--- src/rtl/cmp_arbiter_if.sv ---
// cmp_arbiter_if: requester-side bus of the shared comparer arbiter.
// The master modport is the requester side and the slave modport is the arbiter side.
interface cmp_arbiter_if #(parameter int WIDTH = 8, parameter int NREQ = 4);
    logic [NREQ-1:0]         req_valid;
    logic [NREQ-1:0]         req_ready;
    logic [NREQ*WIDTH-1:0]   req_a;
    logic [NREQ*WIDTH-1:0]   req_b;
    logic [NREQ-1:0]         rsp_valid;
    logic [NREQ-1:0]         rsp_ready;
    logic [2:0]              rsp_f;
    logic [$clog2(NREQ)-1:0] rsp_id;
    logic                    busy;
    modport master (output req_valid, req_a, req_b, rsp_ready,
                    input  req_ready, rsp_valid, rsp_f, rsp_id, busy);
    modport slave  (input  req_valid, req_a, req_b, rsp_ready,
                    output req_ready, rsp_valid, rsp_f, rsp_id, busy);
endinterface

--- src/rtl/cmp_arbiter.sv ---
// cmp_arbiter: round-robin arbiter sharing one unsigned magnitude comparer among NREQ requesters.
// Each transaction is accepted in IDLE, compared in CMP, and its result is held in RSP until consumed.
module cmp_arbiter #(
    parameter int WIDTH = 8,
    parameter int NREQ  = 4
) (
    input  logic          clk,
    input  logic          rst_n,
    cmp_arbiter_if.slave  bus
);
    localparam int IW = $clog2(NREQ);
    typedef enum logic [1:0] {IDLE, CMP, RSP} state_t;
    state_t           state_q;
    logic [IW-1:0]    ptr_q, id_q, rsp_id_q, gnt_idx, idx;
    logic [WIDTH-1:0] a_q, b_q;
    logic [2:0]       rsp_f_q, cmp_f;
    logic [NREQ-1:0]  gnt, rsp_valid_q;
    logic             found, busy_q;
    // First valid requester at or above ptr, wrapping around.
    always_comb begin
        gnt     = '0;
        gnt_idx = '0;
        idx     = '0;
        found   = 1'b0;
        for (int k = 0; k < NREQ; k++) begin
            idx = IW'((int'(ptr_q) + k) % NREQ);
            if (!found && bus.req_valid[idx]) begin
                found   = 1'b1;
                gnt_idx = idx;
            end
        end
        if (found) gnt[gnt_idx] = 1'b1;
    end
    assign cmp_f         = (a_q > b_q) ? 3'b100 : (a_q < b_q) ? 3'b010 : 3'b001;
    assign bus.req_ready = (state_q == IDLE && rst_n) ? gnt : '0;
    assign bus.rsp_valid = rsp_valid_q;
    assign bus.rsp_f     = rsp_f_q;
    assign bus.rsp_id    = rsp_id_q;
    assign bus.busy      = busy_q;
    always_ff @(posedge clk or negedge rst_n) begin
        if (!rst_n) begin
            state_q     <= IDLE;
            ptr_q       <= '0;
            id_q        <= '0;
            a_q         <= '0;
            b_q         <= '0;
            rsp_f_q     <= '0;
            rsp_id_q    <= '0;
            rsp_valid_q <= '0;
            busy_q      <= 1'b0;
        end else begin
            case (state_q)
                IDLE: if (found) begin
                    a_q     <= bus.req_a[int'(gnt_idx)*WIDTH +: WIDTH];
                    b_q     <= bus.req_b[int'(gnt_idx)*WIDTH +: WIDTH];
                    id_q    <= gnt_idx;
                    ptr_q   <= (int'(gnt_idx) == NREQ-1) ? '0 : gnt_idx + 1'b1;
                    busy_q  <= 1'b1;
                    state_q <= CMP;
                end
                CMP: begin
                    rsp_f_q     <= cmp_f;
                    rsp_id_q    <= id_q;
                    rsp_valid_q <= NREQ'(1) << id_q;
                    state_q     <= RSP;
                end
                RSP: if (bus.rsp_ready[id_q]) begin
                    rsp_valid_q <= '0;
                    busy_q      <= 1'b0;
                    state_q     <= IDLE;
                end
                default: state_q <= IDLE;
            endcase
        end
    end
endmodule

--- src/flat_wrapper.sv ---
// flat-port wrapper written by rule: the top's interface ports become plain ports
module cmp_arbiter_flat 
#(
    parameter int WIDTH = 8,
    parameter int NREQ  = 4
)
  (clk, rst_n, bus_req_valid, bus_req_a, bus_req_b, bus_rsp_ready, bus_req_ready, bus_rsp_valid, bus_rsp_f, bus_rsp_id, bus_busy);
  cmp_arbiter_if #(.WIDTH(WIDTH), .NREQ(NREQ)) bus_i ();
  input  logic clk;
  input  logic rst_n;
  input wire logic [$bits(bus_i.req_valid)-1:0] bus_req_valid;
  input wire logic [$bits(bus_i.req_a)-1:0] bus_req_a;
  input wire logic [$bits(bus_i.req_b)-1:0] bus_req_b;
  input wire logic [$bits(bus_i.rsp_ready)-1:0] bus_rsp_ready;
  output wire logic [$bits(bus_i.req_ready)-1:0] bus_req_ready;
  output wire logic [$bits(bus_i.rsp_valid)-1:0] bus_rsp_valid;
  output wire logic [$bits(bus_i.rsp_f)-1:0] bus_rsp_f;
  output wire logic [$bits(bus_i.rsp_id)-1:0] bus_rsp_id;
  output wire logic [$bits(bus_i.busy)-1:0] bus_busy;
  assign bus_i.req_valid = bus_req_valid;
  assign bus_i.req_a = bus_req_a;
  assign bus_i.req_b = bus_req_b;
  assign bus_i.rsp_ready = bus_rsp_ready;
  assign bus_req_ready = bus_i.req_ready;
  assign bus_rsp_valid = bus_i.rsp_valid;
  assign bus_rsp_f = bus_i.rsp_f;
  assign bus_rsp_id = bus_i.rsp_id;
  assign bus_busy = bus_i.busy;
  cmp_arbiter #(.WIDTH(WIDTH), .NREQ(NREQ)) u_core (.clk(clk), .rst_n(rst_n), .bus(bus_i));
endmodule
--- config.mk ---
export PLATFORM = sky130hd
export DESIGN_NAME = cmp_arbiter_flat
export DESIGN_NICKNAME = d
export VERILOG_FILES = /design/src/rtl/cmp_arbiter_if.sv /design/src/rtl/cmp_arbiter.sv /design/src/flat_wrapper.sv
export SDC_FILE = /design/constraint.sdc
export NUM_CORES = 1
export LEC_CHECK = 0
export CELL_PAD_IN_SITES_DETAIL_PLACEMENT = 1
export CELL_PAD_IN_SITES_GLOBAL_PLACEMENT = 2
export CORE_UTILIZATION = 26
export CTS_BUF_LIST = sky130_fd_sc_hd__clkbuf_8
export CTS_CLUSTER_SIZE = 30
export DETAILED_ROUTE_END_ITERATION = 8
export PLACE_DENSITY_LB_ADDON = 0.12
export SLEW_MARGIN = 30
export SYNTH_ARGS = -nofsm -noshare
export SYNTH_HDL_FRONTEND = slang
export SYNTH_SLANG_ARGS = --single-unit
--- constraint.sdc ---
create_clock -name clk -period 2.04 [get_ports clk]
set_input_delay 0.204 -clock clk [delete_from_list [all_inputs] [get_ports clk]]
set_output_delay 0.204 -clock clk [all_outputs]
set_load 0.02 [all_outputs]
After elaboration in Yosys (flattened, before gate mapping):

Cells that the tools add are included.
W data, S select, Z words.

* bits in registers: 32
* latch bits: 0
* memory bits (writable): 0
* memory bits (read-only): 0
* output and inout bits: 14
* logic and storage cells: 78
* memories: 0

* add/subtract/negate cells: 4
* multiply operators: 0
* div/mod/pow operators: 0
* magnitude comparators: 9
* equal/unequal tests: 5
* shift-type cells: 3
* mux-type cells: 33
* bitwise gates (word level): 0
* reduce and logical (&&, ||, !) cells: 15

Operator list (count)
* $shiftx A32 B6 Y8: 2
* $lt A2 B3 Y1 const B: 6
* $mux W2: 8
* $mux W1: 12
* $mux W4: 3
* $bmux W1 S2: 5
* $gt A8 B8 Y1: 1
* $lt A8 B8 Y1: 1
* $pmux W4 S2: 1
* $pmux W2 S3: 1
* $reduce_and A2 Y1: 3
* $logic_and A1 B1 Y1: 5
* $add A2 B1 Y2 const B: 2
* $add A2 B2 Y2 const B: 2
* $eq A2 B1 Y1 const B: 2
* $ne A2 B1 Y1 const B: 2
* $reduce_bool A2 Y1: 2
* $shl A1 B2 Y4 const A: 1
* $logic_not A1 Y1: 3
* $mux W3: 1
* $reduce_and A3 Y1: 1
* $demux W1 S2: 1
* $eq A2 B2 Y1 const B: 1
* $ge A2 B1 Y1 const B: 1
* 2 further kinds: 2

Depth between registers and ports, before layout:

* depth after elaboration: 18
* gate-level depth with buffers: 9
* gate-level depth less buffers: 7

Least setup slack after synthesis:

OpenSTA, ideal clock, no wires.

* path type: register to output
* start: register u_core.ptr_q[0]
* end: output port bus_req_ready[3]
* arrival time: 1.552 ns
* data required time: 1.836 ns
* setup slack: 0.284 ns
* cell stages (with the launch flop): 9
* cells stage by stage: dfrtp_1 -> nor2b_4 -> nor3b_2 -> o22ai_1 -> buf_4 -> buf_8 -> inv_2 -> ha_1 -> and3_1

* cells in the longest elaborated chain, start to end: 18
* elaborated cells between the ends (all ways): 32

RTL lines
* start, declared: RTL line cmp_arbiter.sv:14 `logic [IW-1:0] ptr_q, id_q, rsp_id_q, gnt_idx, idx;`
* start signal, assigned: RTL line cmp_arbiter.sv:57 `ptr_q <= (int'(gnt_idx) == NREQ-1) ? '0 : gnt_idx + 1'b1;`
* parallel branches: the longest is 16 deep, another holds $lt A2 B3 Y1
* $mux W4 (*): RTL line cmp_arbiter.sv:32 `if (found) gnt[gnt_idx] = 1'b1;`
* $mux W4 (*): RTL line cmp_arbiter.sv:35 `assign bus.req_ready = (state_q == IDLE && rst_n) ? gnt : '0;`
* end, declared: RTL line flat_wrapper.sv:15 `output wire logic [$bits(bus_i.req_ready)-1:0] bus_req_ready;`

Mark *: on every way between the ends. The select of a mux whose other input is x is not followed.

Final worst setup path:

* start: register u_core.ptr_q[1]
* end: output port bus_req_ready[3]

Same word-level chain as after synthesis.

==> summary.md <==
| Metric | Value |
|---|---|
| Startpoint class of the critical path | register |
| Critical Path RT | around 1800 ps |
| FF/Latch Area | 802 um2 |
| Max Cap Viol | 0 |
| Avg WL per Cell | 16.2 um |
| Pins Over Slew Limit | 0 |
| Clock root buffer | clkbuf_8 |
| Via count | about 2000 |
| Starting density of the core | about 27% |
| Setup slack after layout | 24.1 ps |
| RSZ-0062 raised after global routing | yes |
| Layout cells sized above 1 | 19.2% |
| Fin nets | 394 |
| Post-DP Area | 3140 um2 |
| Multi-input logic area | 1170 um2 |
| Clk_lat worst skew | 280 ps |
| Kind of critical path | reg2out |
| Rel. slew slack | 70.8% |
| Reg-to-Reg End | u_core.a_q[2] |
| GPL Wtd Cong | 0.770 |
| Post-Syn Nets | 292 |
| Hold Path Class | in2async |
| Synthesis-to-finish area growth | 54.4% |
| Reg-to-reg setup timing slack | 320 ps |
| Chip height | 92.4 um |
| Rows | 32 |
| Final Instance Area | ~3300 um2 |
| Clock buffer count from CTS | 5 |
| Fin. Hold Viols | 0 |
| Vias per cell | 4.86 |
| Part of the power in combinational logic | 59.5% |
| Status | finished, final reports clean |
| Diode count | 0 |
| HPWL Detailed | 4.95 mm |
| Ports | ~90 |
| Final setup fails | 0 |
| Most frequent cells in the layout | clkdlybuf4s50_1 (79), dfrtp_1 (31), nor2_1 (25) |
| Die ar. | 8540 um2 |
| Residual DRC | 0 |
| Critical path startpoint | u_core.ptr_q[1] |
| Sw power | 1880 uW |
| Fillers | 885 |
| Hold_buf cts | 0 |
| Utilization after layout | between 40% and 50% |
| CTS tree | done |
| GRT overflow | 0 |
| Clk slew on worst S/H paths | about 70 ps |
| Yosys reg bits | 32 |
| Clk_skew | 2.82 ps |
| Vias in the first global route | around 2100 |
| Ys Warns | 0 |
| Seq/Total Area, Yosys | 37.7% |
| Netlist cell types | 42 |
| Worst vdd ir | 575 uV |
| Slew @ Worst Pin | about 440 ps |
| 1st-iter DRT viols | 31 |
| Die X | 92.4 um |
| CORE AREA | approximately 7800 um2 |
| Nature of the critical path endpoint | output port |
| Final worst path period need | 2020 ps |
| IO buf count | 87 |
| CP arrival | roughly 1800 ps |
| Asr flop ratio synth | 100% |
| Cell area after synthesis | 2120 um2 |
| P per Cell Area | between 1000 and 1500 nW/um2 |
| Routed Antenna Nets | 0 |
| Clock power share | 13.7% |
| Initial antenna violation count | 1 |
| Syn_area_per_cell | 10.2 um2 |
| Total track usage | between 15 and 20% |
| Hold_ws | roughly 24 ps |
| Power Total | 4400 uW |
| H-tree levels | 2 |
| Switching Share | 42.6% |
| Period Utilization, post-route | 98.8% |
| Leak | 0.00148 uW |
| Largest net degree at the start of global routing | 33 |
| DRT Pass-1 Iters | 4 |
| Bufs on Longest Clock Path | 2 |
| WL final | between 6 and 7 mm |
| First-pass GRT wire length | 10.9 mm |
| Most common cell after layout, fill and taps aside | clkdlybuf4s50_1 |
| CTS sink count | 32 |
| Mapped Cells | 209 |
| Crit path max fanout | 5 |
| Post-synth EDFFs | 0 |
| Sequential share of power | 26.8% |
| Fmax | around 500 MHz |
| Reg-to-reg critical path startpoint | u_core.ptr_q[1] |
| Worst R2R Path Depth | 6 |
| Internal Power | between 2000 and 3000 uW |
| Main flop type after synthesis | dfrtp_1 |
| Setup WS pre-CTS | -356 ps |
registers in the layout, summed over array words and instances, names as in the netlist, 2 cells and up:
signal	count
u_core.id_q	2
u_core.bus.rsp_f	3
u_core.bus.rsp_id	2
u_core.ptr_q	2
u_core.bus.rsp_valid	4
u_core.state_q	2
u_core.b_q	8
u_core.a_q	8
synth_stat cells, types with 2 or more instances:
library cell / number / area share (%)
nand2_1: 20 / 3.5
a21o_1: 3 / 1.1
a221oi_1: 2 / 0.82
ha_1: 9 / 5.3
nor2b_1: 4 / 1.2
dfrtp_1: 32 / 38
inv_1: 10 / 1.8
a211oi_1: 2 / 0.71
a21oi_1: 5 / 1.2
nor2_1: 25 / 4.4
mux2i_1: 16 / 7.5
nor3_1: 3 / 0.71
nand2b_1: 2 / 0.59
buf_2: 3 / 0.71
and3_1: 3 / 0.88
buf_6: 8 / 4.2
o21a_1: 2 / 0.71
a221oi_2: 14 / 9.9
o21ai_0: 7 / 1.6
o22ai_1: 17 / 5.0
layer usage:
layer  GRT usage, %  wire length (um)
met3           3.61               256
met4           3.52                55
met2           26.9              3260
met5              0                13
met1           22.4              3120
through the flow:
step                cells  TNS, ps
floorplan             209        0
global placement      404    -1460
detailed placement    404    -2910
CTS                   412        0
global route          414     -103
finish                414        0
worst max-delay path by stage:
stage | end | slack [ps]
2_1_floorplan | bus_req_ready[3] | 280
5_1_grt | bus_req_ready[3] | -100
3_5_place_dp | bus_req_ready[3] | -360
6_report | bus_req_ready[3] | 20
3_3_place_gp | bus_req_ready[3] | -320
4_1_cts | bus_req_ready[3] | 1
cell type report:
| type | count | area share (%) |
|---|---|---|
| well taps | 102 | 3.89 |
| clock buffers | 5 | 2.10 |
| multi-input cells | 152 | 35.7 |
| repair buffers | 108 | 31.1 |
| inverters | 12 | 1.53 |
| flip-flops and latches | 32 | 24.5 |
| clock inverters | 3 | 1.18 |
kinds of logic after synthesis:
kind of cell / count (synthesis) / share of synthesized area, %
simple gates: 64 / 14.2
mux: 17 / 8.60
fa+ha+maj: 9 / 5.30
compound gates: 62 / 25.9
buf+inv: 25 / 8.36
flops: 32 / 37.7
timing repair:
action                     4_1_cts  5_1_grt
setup endpoints to repair        4        4
gates resized for setup         11        8
pin swaps                        1        1
setup buffers                    0        2
critical path, stage by stage, from the launching register on:
cell	delay, ps
dfrtp_1	430
buf_4	160
nor3_1	220
o22ai_2	110
inv_2	60
ha_1	150
and3_1	140
clkdlybuf4s15_2	250
power groups by stage:
stage	clock (uW)	sequential, uW	combinational [uW]
floorplan	0	1220	1760
global placement	0	1190	2580
detailed placement	0	1200	2620
CTS	620	1190	2630
global route	646	1230	2910
finish	601	1180	2620
Note: power is estimated with default switching activity, not from simulation.
